`src/rtl/prog_counter_ras_if.sv`:
```
// Bundle of the program-counter control inputs and PC/return-stack status outputs.
// The testbench drives the master side and the prog_counter_ras core takes the slave side.
interface prog_counter_ras_if #(
  parameter int INSTR_WIDTH = 9,
  parameter int REG_WIDTH   = 8,
  parameter int RAS_DEPTH   = 4
);
  localparam int CNT_W = $clog2(RAS_DEPTH) + 1;

  logic [INSTR_WIDTH-1:0]      start_addr;
  logic                        stall;
  logic                        branch;
  logic                        taken;
  logic                        abs_jump;
  logic                        call;
  logic                        ret;
  logic signed [REG_WIDTH-1:0] target;

  logic [INSTR_WIDTH-1:0]      pc_out;
  logic [CNT_W-1:0]            ras_count;
  logic                        ras_full;
  logic                        ras_empty;
  logic                        ras_err;

  modport master (
    output start_addr, stall, branch, taken, abs_jump, call, ret, target,
    input  pc_out, ras_count, ras_full, ras_empty, ras_err
  );

  modport slave (
    input  start_addr, stall, branch, taken, abs_jump, call, ret, target,
    output pc_out, ras_count, ras_full, ras_empty, ras_err
  );
endinterface

```
`src/rtl/prog_counter_ras.sv`:
```
// Program counter with branch/jump/call/return and a circular return-address stack.
// The stack is built only when PC_RAS_EN is defined; otherwise call is a relative jump and ret increments.
module prog_counter_ras #(
  parameter int INSTR_WIDTH = 9,
  parameter int REG_WIDTH   = 8,
  parameter int RAS_DEPTH   = 4,
  parameter int SKIP        = 2
) (
  input logic               clk,
  input logic               start,
  prog_counter_ras_if.slave bus
);
  localparam int PTR_W = $clog2(RAS_DEPTH);
  localparam int CNT_W = PTR_W + 1;

  typedef logic [INSTR_WIDTH-1:0] pc_t;

  pc_t pc_q, pc_d;
  pc_t pc_inc, pc_skip, pc_rel, pc_abs;

  // Size casts: sign-extend or truncate the offset, zero-extend or truncate the absolute target.
  always_comb begin
    pc_inc  = pc_q + pc_t'(1);
    pc_skip = pc_q + pc_t'(SKIP);
    pc_rel  = pc_q + INSTR_WIDTH'(bus.target);
    pc_abs  = INSTR_WIDTH'($unsigned(bus.target));
  end

  assign bus.pc_out = pc_q;

`ifdef PC_RAS_EN
  logic [PTR_W-1:0] wr_ptr_q, wr_ptr_d, top_ptr;
  logic [CNT_W-1:0] count_q, count_d;
  logic             err_q, err_d;
  logic             push;
  logic             full, empty;
  pc_t              stack_q [RAS_DEPTH];

  // wr_ptr is the next free slot; a push when full lands on the oldest entry.
  assign top_ptr = wr_ptr_q - PTR_W'(1);
  assign full    = (count_q == CNT_W'(RAS_DEPTH));
  assign empty   = (count_q == '0);

  always_comb begin
    // NOTE: every output of this block gets a default first, so no path can infer a latch.
    pc_d     = pc_inc;
    wr_ptr_d = wr_ptr_q;
    count_d  = count_q;
    err_d    = err_q;
    push     = 1'b0;
    if (bus.stall) begin
      pc_d = pc_q;
    end else if (bus.ret) begin
      if (bus.call || empty) err_d = 1'b1;
      if (!empty) begin
        pc_d     = stack_q[top_ptr];
        wr_ptr_d = top_ptr;
        count_d  = count_q - CNT_W'(1);
      end
    end else if (bus.call) begin
      pc_d     = pc_rel;
      push     = 1'b1;
      wr_ptr_d = wr_ptr_q + PTR_W'(1);
      if (full) err_d   = 1'b1;
      else      count_d = count_q + CNT_W'(1);
    end else if (bus.taken) begin
      pc_d = bus.abs_jump ? pc_abs : pc_rel;
    end else if (bus.branch) begin
      pc_d = pc_skip;
    end
  end

  always_ff @(posedge clk) begin
    // NOTE: state flops use non-blocking assignments so all updates see pre-edge values.
    if (start) begin
      pc_q     <= bus.start_addr;
      wr_ptr_q <= '0;
      count_q  <= '0;
      err_q    <= 1'b0;
    end else begin
      pc_q     <= pc_d;
      wr_ptr_q <= wr_ptr_d;
      count_q  <= count_d;
      err_q    <= err_d;
    end
  end

  // NOTE: the stack array has no reset; ras_count alone decides which entries are valid.
  always_ff @(posedge clk) begin
    if (push && !start) stack_q[wr_ptr_q] <= pc_inc;
  end

  assign bus.ras_count = count_q;
  assign bus.ras_full  = full;
  assign bus.ras_empty = empty;
  assign bus.ras_err   = err_q;
`else
  always_comb begin
    pc_d = pc_inc;
    if (bus.stall)       pc_d = pc_q;
    else if (bus.ret)    pc_d = pc_inc;
    else if (bus.call)   pc_d = pc_rel;
    else if (bus.taken)  pc_d = bus.abs_jump ? pc_abs : pc_rel;
    else if (bus.branch) pc_d = pc_skip;
  end

  always_ff @(posedge clk) begin
    if (start) pc_q <= bus.start_addr;
    else       pc_q <= pc_d;
  end

  assign bus.ras_count = CNT_W'(0);
  assign bus.ras_full  = 1'b0;
  assign bus.ras_empty = 1'b1;
  assign bus.ras_err   = 1'b0;
`endif
endmodule

```
`src/flat_wrapper.sv`:
```
// flat-port wrapper written by rule: the top's interface ports become plain ports
module prog_counter_ras_flat 
#(
  parameter int INSTR_WIDTH = 9,
  parameter int REG_WIDTH   = 8,
  parameter int RAS_DEPTH   = 4,
  parameter int SKIP        = 2
)
  (clk, start, bus_start_addr, bus_stall, bus_branch, bus_taken, bus_abs_jump, bus_call, bus_ret, bus_target, bus_pc_out, bus_ras_count, bus_ras_full, bus_ras_empty, bus_ras_err);
  prog_counter_ras_if #(.INSTR_WIDTH(INSTR_WIDTH), .REG_WIDTH(REG_WIDTH), .RAS_DEPTH(RAS_DEPTH)) bus_i ();
  input logic clk;
  input logic start;
  input wire logic [$bits(bus_i.start_addr)-1:0] bus_start_addr;
  input wire logic [$bits(bus_i.stall)-1:0] bus_stall;
  input wire logic [$bits(bus_i.branch)-1:0] bus_branch;
  input wire logic [$bits(bus_i.taken)-1:0] bus_taken;
  input wire logic [$bits(bus_i.abs_jump)-1:0] bus_abs_jump;
  input wire logic [$bits(bus_i.call)-1:0] bus_call;
  input wire logic [$bits(bus_i.ret)-1:0] bus_ret;
  input wire logic [$bits(bus_i.target)-1:0] bus_target;
  output wire logic [$bits(bus_i.pc_out)-1:0] bus_pc_out;
  output wire logic [$bits(bus_i.ras_count)-1:0] bus_ras_count;
  output wire logic [$bits(bus_i.ras_full)-1:0] bus_ras_full;
  output wire logic [$bits(bus_i.ras_empty)-1:0] bus_ras_empty;
  output wire logic [$bits(bus_i.ras_err)-1:0] bus_ras_err;
  assign bus_i.start_addr = bus_start_addr;
  assign bus_i.stall = bus_stall;
  assign bus_i.branch = bus_branch;
  assign bus_i.taken = bus_taken;
  assign bus_i.abs_jump = bus_abs_jump;
  assign bus_i.call = bus_call;
  assign bus_i.ret = bus_ret;
  assign bus_i.target = bus_target;
  assign bus_pc_out = bus_i.pc_out;
  assign bus_ras_count = bus_i.ras_count;
  assign bus_ras_full = bus_i.ras_full;
  assign bus_ras_empty = bus_i.ras_empty;
  assign bus_ras_err = bus_i.ras_err;
  prog_counter_ras #(.INSTR_WIDTH(INSTR_WIDTH), .REG_WIDTH(REG_WIDTH), .RAS_DEPTH(RAS_DEPTH), .SKIP(SKIP)) u_core (.clk(clk), .start(start), .bus(bus_i));
endmodule
```
`config.mk`:
```
export PLATFORM = sky130hd
export DESIGN_NAME = prog_counter_ras_flat
export DESIGN_NICKNAME = d
export VERILOG_FILES = /design/src/rtl/prog_counter_ras_if.sv /design/src/rtl/prog_counter_ras.sv /design/src/flat_wrapper.sv
export SDC_FILE = /design/constraint.sdc
export NUM_CORES = 1
export LEC_CHECK = 0
export CORE_AREA = 2 2 48 50
export DETAILED_ROUTE_END_ITERATION = 8
export DIE_AREA = 0 0 50 52
export DONT_BUFFER_PORTS = 1
export GPL_ROUTABILITY_DRIVEN = 0
export PLACE_DENSITY = 0.82
export SKIP_LAST_GASP = 1
export SYNTH_ARGS = -nofsm -noshare
export SYNTH_HDL_FRONTEND = slang
export SYNTH_SLANG_ARGS = --single-unit
```
`constraint.sdc`:
```
create_clock -name clk -period 6.6 [get_ports clk]
set_input_delay 0.66 -clock clk [delete_from_list [all_inputs] [get_ports clk]]
set_output_delay 0.66 -clock clk [all_outputs]
set_load 0.01 [all_outputs]
```
# Yosys cells after proc, flatten, opt, wreduce, memory -nomap -nowiden
# Index checks and enable logic that the tools add are counted.
word_totals:
  register_bits: 9
  latchBits: 0
  ram_bits: 0
  romBits: 0
  input_bits: 25
  output_inout_bits: 15
  elab_cells: 12
  mem_count: 0
op_classes:
  add_sub_neg: 3
  multipliers: 0
  n_div: 0
  magnitude_cmp: 0
  n_eq_ne: 1
  shifts: 0
  mux: 7
  n_bitwise: 0
  reduce_logical: 0
op_table:
  columns: ["op", "count"]
  rows:
  - ["9-bit 2-to-1 mux", 7]
  - ["9-bit by 1-bit adder with 9-bit output (second input constant)", 1]
  - ["9-bit by 2-bit adder with 9-bit output (second input constant)", 1]
  - ["9-bit adder", 1]
  - ["2-bit != test (second input constant)", 1]

# Logic depth before layout (Yosys ltp)
# Gate-level depths: netlist of the first run.
logic_depth:
  depth_word: 7
  depth_mapped: 8
  mapped_depth_nobuf: 8

# Worst setup path after synthesis of the first run
# No wires, ideal clock.
synth_path:
  path_kind: "input -> register"
  startpoint: "input bus_target[0]"
  endpoint: "register u_core.pc_q[6] (netlist: u_core.bus.pc_out[6]), data pin"
  setup_ps: 157
  t_arrival_ps: 2091
  required_ps: 6443
  slack_ps: 4352
  cell_stages: 8
  n_path_buf: 0
  cell_sequence: "ha_1 -> inv_1 -> fa_1 -> nor2b_1 -> o31ai_1 -> a2111oi_0 -> nor3_1 -> a32oi_1"
synth_via:
  elab_chain_cells: 7
synth_rtl:
  columns: ["item", "line_no", "source"]
  rows:
  - ["start: declaration", "flat_wrapper.sv:20", "input wire logic [$bits(bus_i.target)-1:0] bus_target;"]
  - ["9-bit adder *", "prog_counter_ras.sv:25", "pc_rel = pc_q + INSTR_WIDTH'(bus.target);"]
  - ["9-bit 2-to-1 mux (2 in a row)", "prog_counter_ras.sv:103", "else if (bus.taken) pc_d = bus.abs_jump ? pc_abs : pc_rel;"]
  - ["9-bit 2-to-1 mux *", "prog_counter_ras.sv:102", "else if (bus.call) pc_d = pc_rel;"]
  - ["9-bit 2-to-1 mux *", "prog_counter_ras.sv:101", "else if (bus.ret) pc_d = pc_inc;"]
  - ["9-bit 2-to-1 mux *", "prog_counter_ras.sv:100", "if (bus.stall) pc_d = pc_q;"]
  - ["9-bit 2-to-1 mux *", "prog_counter_ras.sv:108", "if (start) pc_q <= bus.start_addr;"]
  - ["end signal: assignment", "prog_counter_ras.sv:108", null]
  - ["end signal: assignment", "prog_counter_ras.sv:109", "else pc_q <= pc_d;"]
  - ["end: declaration", "prog_counter_ras.sv:18", "pc_t pc_q, pc_d;"]
# Every way passes the cells marked *; elsewhere a longest branch is shown, timed or not. The select of a mux whose other input is x is not followed.
# A chain may end at the register's enable or synchronous reset.

# Final worst setup path of the first run
layout_path:
  startpoint: "register u_core.pc_q[0] (netlist: u_core.bus.pc_out[0])"
  endpoint: "register u_core.pc_q[6] (netlist: u_core.bus.pc_out[6]), data pin"
layout_via:
  elab_chain_cells: 7
  elab_cells_between_ends: 10
  classes_between: "add/sub (3); mux (7)"
layout_rtl:
  columns: ["item", "line_no", "source"]
  rows:
  - ["9-bit by 1-bit adder with 9-bit output, or another cell as far along", "prog_counter_ras.sv:23", "pc_inc = pc_q + pc_t'(1);"]
  - ["9-bit 2-to-1 mux, on equally long branches", "prog_counter_ras.sv:104, prog_counter_ras.sv:103", null]
  - ["9-bit 2-to-1 mux", "prog_counter_ras.sv:103", null]
  - ["9-bit 2-to-1 mux", "prog_counter_ras.sv:102", null]
  - ["9-bit 2-to-1 mux *", "prog_counter_ras.sv:101", null]
  - ["9-bit 2-to-1 mux *", "prog_counter_ras.sv:100", null]
  - ["9-bit 2-to-1 mux *", "prog_counter_ras.sv:108", null]
# Marked as above.

==> metrics.txt, run 1 <==
status=completed; layout cells sized above 1=4.24%; routed wire length=3420 um; Inserted Diodes=0; R2R depth=8; DIE AREA=0.00260 mm^2; Synth Register Bits=9; worst slew pin tran=738 ps; worst setup path startpoint=u_core.bus.pc_out[0]; Simple-Gate Fraction of Synth Area=24.0%; CP Capture Type=flip-flop; maximum VDD drop=0.0895 mV; Core Box Area=0.00211 mm^2; H-tree Lvls=1; Setup violations, final=0; largest net degree at the start of global routing=19; HP Class=in -> reg; first-pass GRT wire length=5690 um; grt total ovfl=0; crit start category=flip-flop; Syn Inst Count=171; Synth Area in XOR/XNOR=5.80%; Leak=0.000530 uW; CTS tree=built; total number of vias=1,337; CTS Buffer Depth=2; Critical Path End=u_core.bus.pc_out[6]; slew margin rel.=50.4%; FF-to-FF End=u_core.bus.pc_out[6]; flop-to-flop setup slack=4120 ps; Worst Path Max Fanout=9; Die X=50 um; via-per-instance ratio=6.93; Area contributors post-synth=edfxtp_1 (20%), ha_1 (9.2%), buf_4 (4.4%), nand2_1 (3.9%), o21ai_0 (3.7%); number of global-route vias before repair=1,215; Largest stage delay, worst path=560 ps; P per Cell Area=183 mW/mm^2; ys flop type=edfxtp_1; DRT Pass-1 Iters=5; Die H=52 um; Unique masters post-synth=53; RSZ-0062 raised after global routing=false; DRT iter0 DRCs=87; Critical Path Slowest Stage Cell=edfxtp_1; complex-gate fraction of the synthesized area=26.2%; Avg Inst Size Synth=7.95 um^2; dpl ws=4160 ps; Synth Area in Adders=10.7%; Post-synth ARST share=0%; fin. max-slew vios=0; Synth top area share=19.9%; period utilization=37.6%; initial antenna violation count=0; # DRC=0; Site Rows=17; fin crit period=2480 ps; Crit Path Category=reg -> reg; largest family of logic cells by synthesized area=compound AO/OA/AOI/OAI gates; Final Hold Viols=0; CTS Root Cell=clkbuf_4; PostCTS Resize Cnt=0; Total GRT Usage=29.0%; I/O pin total=40; max_cap viols=0; yosys warns=0; clock skew=3.20 ps; critical path cell sequence=ha_1 -> inv_1 -> fa_1 -> nor2b_1 -> o31ai_1 -> a2111oi_0 -> nor3_1 -> a32oi_1; top cells by count, synth=nand2_1 (14), inv_1 (11), ha_1 (10), nor2_1 (10), o21ai_0 (10); fin nets=202; starting density of the core=64.5%; Fmax=0.402 GHz; Area growth syn-to-layout=-1.66%; Clock Latency Late Sink=270 ps; synthesized cell area=0.00136 mm^2; CTS Buf Count=3; Seq/Total Area, Yosys=19.9%; Post-synth EDFFs=9; Synth area leader=edfxtp_1; number of flip-flops in the largest register=9; fin worst setup slack=4120 ps; worst endpoint required time=6710 ps; RR Startpoint=u_core.bus.pc_out[0]; input/output buffers=0; WL/cell=17.7 um; antenna-violating nets left=0; post-synthesis mux area share=2.30%; top-count cell post-synth=nand2_1; hold_buf cts=0; clock sink total=9; dpl hpwl=2630 um; setup TNS=0 ps; CTS clk-pin slew, worst paths=70 ps; CP arrival=2600 ps; postcts setup bufs=0
## metrics by stage
stage               utilization, %  instances  instance area, um^2  total power (uW)  hold WS [ps]
global route                  63.5        193                 1340               263           590
global placement              62.2        189                 1310               195           867
finish                        63.5        193                 1340               245           586
CTS                           63.5        193                 1340               243           588
floorplan                        -        175                 1370               186           840
detailed placement            62.2        189                 1310               197           864
## layout make-up
type,count,area [um^2]
inverters,12,45.0
well taps,28,35.0
clock buffers,4,26.3
multi-input cells,140,960
fillers,182,769
flip-flops and latches,9,270
## cells in the final DEF (no fill, tap or decap), types with 2 or more instances in the layout
| master | n |
|---|---|
| a32oi_1 | 3 |
| nor3_1 | 8 |
| a222oi_1 | 3 |
| ha_1 | 10 |
| o21ai_0 | 10 |
| nand3_1 | 7 |
| and4_1 | 2 |
| mux2i_1 | 2 |
| o21ai_1 | 2 |
| a22oi_1 | 3 |
| a21oi_1 | 6 |
| nand4_1 | 4 |
| inv_1 | 11 |
| xnor2_1 | 5 |
| nor4_1 | 2 |
| xor2_1 | 4 |
| or4_1 | 2 |
| o211a_1 | 2 |
| nand2b_1 | 2 |
| nand2_1 | 14 |
| nor2b_1 | 5 |
| edfxtp_1 | 9 |
| nor2_1 | 10 |
| or3_1 | 2 |
| conb_1 | 6 |
| a21o_1 | 2 |
| o2111ai_1 | 2 |
| a31oi_1 | 2 |
| clkbuf_4 | 3 |
## critical path, delay by kind of cell, from the launching register on
kind / cells / cell delay [ps]
AO/OA/AOI/OAI: 3 / 740
flip-flops: 1 / 560
adder cells (fa/ha/maj): 2 / 620
AND/OR/NAND/NOR: 2 / 330
buffers and inverters: 1 / 60
## layer usage
layer | vias up | share of wire, % | track usage (%)
li1 | 625 | - | -
met1 | 619 | 39 | 39.2
met2 | 84 | 47 | 45.2
met3 | 9 | 11 | 4.31
met4 | 0 | 2.8 | 13.4
met5 | - | 0 | 0
## cell families (layout without fill, tap and decap cells)
| group | count (synthesis) | count (layout) |
|---|---|---|
| simple gates | 62 | 62 |
| compound gates | 49 | 49 |
| buf+inv | 26 | 16 |
| fa+ha+maj | 11 | 11 |
| xor+xnor | 9 | 9 |
| flops | 9 | 9 |
| mux | 3 | 3 |
| other cells | 2 | 6 |
## power breakdown
part	switching, uW	leakage (uW)	internal [uW]
sequential	21.8	0.0000904	73.6
combinational	54.8	0.000425	48.5
clock	22.6	0.0000150	23.4
total	99.2	0.000530	146
## worst min path at each step
stage                         start                    to  slack [ps]  cells after the start
5_1_grt                       start  u_core.bus.pc_out[6]         590                      1
2_1_floorplan  u_core.bus.pc_out[8]  u_core.bus.pc_out[8]         840                      2
4_1_cts                       start  u_core.bus.pc_out[2]         590                      2
3_3_place_gp                  start  u_core.bus.pc_out[2]         870                      2
6_report                      start  u_core.bus.pc_out[2]         590                      2
3_5_place_dp                  start  u_core.bus.pc_out[2]         860                      2
Power figures use the tool's default switching activity.
==> run 2: changes to the inputs <==
--- a/config.mk
+++ b/config.mk
@@ -5,12 +5,12 @@
 export SDC_FILE = /design/constraint.sdc
 export NUM_CORES = 1
 export LEC_CHECK = 0
-export CORE_AREA = 2 2 48 50
+export CORE_AREA = 2 2 50 52
 export DETAILED_ROUTE_END_ITERATION = 8
-export DIE_AREA = 0 0 50 52
+export DIE_AREA = 0 0 52 54
 export DONT_BUFFER_PORTS = 1
 export GPL_ROUTABILITY_DRIVEN = 0
-export PLACE_DENSITY = 0.82
+export PLACE_DENSITY = 0.76
 export SKIP_LAST_GASP = 1
 export SYNTH_ARGS = -nofsm -noshare
 export SYNTH_HDL_FRONTEND = slang
==> constraint.sdc (replaced) <==
create_clock -name clk -period 2.3 [get_ports clk]
set_input_delay 0.23 -clock clk [delete_from_list [all_inputs] [get_ports clk]]
set_output_delay 0.23 -clock clk [all_outputs]
set_load 0.01 [all_outputs]
==> metrics.txt, run 2 (synthesis results as in run 1) <==
status=completed; crit start category=flip-flop; CTS Root Cell=clkbuf_4; DRT Pass-1 Iters=5; FF-to-FF End=u_core.bus.pc_out[7]; worst slew pin tran=620 ps; Leak=0.000576 uW; Total GRT Usage=28.1%; CP Capture Type=flip-flop; worst endpoint required time=2440 ps; CTS Buf Count=3; antenna-violating nets left=0; Worst Path Max Fanout=5; Hold Path End=u_core.bus.pc_out[6]; Area growth syn-to-layout=4.70%; fin nets=212; H-tree Lvls=1; Placed Area=0.00138 mm^2; Clock Latency Late Sink=270 ps; Final Instance Count excl. Fillers=205; Site Rows=18; layout cells sized above 1=10.9%; largest net degree at the start of global routing=19; Crit Path Category=reg -> reg; maximum VDD drop=0.279 mV; Die X=52 um; CTS clk-pin slew, worst paths=80 ps; I/O pin total=40; Fmax=0.454 GHz; clock skew=7.69 ps; flop-to-flop setup slack=100 ps; CTS tree=built; P per Cell Area=531 mW/mm^2; dpl ws=39.7 ps; clock sink total=9; grt total ovfl=0; number of global-route vias before repair=1,218; HP Class=in -> reg; period utilization=95.7%; RR Startpoint=u_core.bus.pc_out[2]; fin crit period=2200 ps; Die H=54 um; # DRC=0; WL/cell=18.7 um; Setup violations, final=0; Final Hold Viols=0; max_cap viols=0; routed wire length=3830 um; CTS Buffer Depth=2; hold_sp=start; commonest cells after routing, fill and taps aside=nand2_1 (14), inv_1 (11), nor2_1 (10), o21ai_0 (10), buf_4 (10); fillers=213; CP arrival=2340 ps; starting density of the core=58.6%; input/output buffers=0; DRT iter0 DRCs=94; first-pass GRT wire length=5840 um; Core Box Area=0.00232 mm^2; slew margin rel.=58.3%; via-per-instance ratio=6.80; dpl hpwl=3000 um; fin. max-slew vios=0; Tot Pwr=755 uW; initial antenna violation count=0; RSZ-0062 raised after global routing=true; most common cell after layout, fill and taps aside=nand2_1; total number of vias=1,395; placed cells=200; DIE AREA=0.00281 mm^2; R2R depth=6; number of flip-flops in the largest register=9; Inserted Diodes=0; worst hold path cell count=1; Final Instance Area=0.00142 mm^2; fin worst setup slack=98.0 ps
## run 2: changes by cell type in the layout (fill, tap and decap cells not counted), sizes merged
cell,change
buf,+10
## run 2: area by class of cell
| type | instances | area (um^2) | share of cell area (%) |
|---|---|---|---|
| Inverter | 12 | 45.0 | 3.17 |
| Sequential cell | 9 | 270 | 19.0 |
| Multi-Input combinational cell | 140 | 968 | 68.1 |
| Tap cell | 30 | 37.5 | 2.64 |
| Clock buffer | 4 | 26.3 | 1.85 |
| Timing Repair Buffer | 10 | 75.1 | 5.28 |
## run 2: what timing repair did
action	in CTS	in global routing
endpoints found under the setup margin	0	3
gates resized for setup	0	3
setup buffers	0	1
endpoints found under the hold margin	0	0
hold buffers	0	0
## run 2: through the flow
step	hold slack, ps	TNS (ps)	util, %
2_1_floorplan	428	0	-
3_3_place_gp	440	0	59.5
3_5_place_dp	446	0	59.5
4_1_cts	160	0	60.6
5_1_grt	167	-37.4	61.3
6_report	159	0	61.3
## run 2: routing by layer
| layer | global-route usage, % | vias up | wire length (um) |
|---|---|---|---|
| met5 | 0 | - | 0 |
| met2 | 47.3 | 85 | 1870 |
| met1 | 36.8 | 656 | 1580 |
| met4 | 8.33 | 0 | 37 |
| met3 | 5.00 | 6 | 347 |
| li1 | - | 648 | - |
## run 2: worst max-delay path by stage
stage                            to  depth (start not counted)                  from
6_report       u_core.bus.pc_out[7]                          6  u_core.bus.pc_out[2]
5_1_grt        u_core.bus.pc_out[6]                          8  u_core.bus.pc_out[0]
3_3_place_gp   u_core.bus.pc_out[6]                          6  u_core.bus.pc_out[2]
3_5_place_dp   u_core.bus.pc_out[6]                          7  u_core.bus.pc_out[1]
2_1_floorplan  u_core.bus.pc_out[6]                          8  u_core.bus.pc_out[0]
4_1_cts        u_core.bus.pc_out[6]                          7  u_core.bus.pc_out[1]
## run 2: critical path, stage by stage, from the launching register on
cell and delay (ps):
edfxtp_1 490, ha_2 280, nand2_1 100, o2111a_1 270
or4_1 520, or3_1 330, nand3_1 90
## run 2: power by group
part | leakage, uW | internal, uW | switching, uW
clock | 0.0000150 | 67.1 | 68.0
combinational | 0.000470 | 169 | 203
sequential | 0.0000904 | 211 | 36.7
total | 0.000576 | 447 | 308
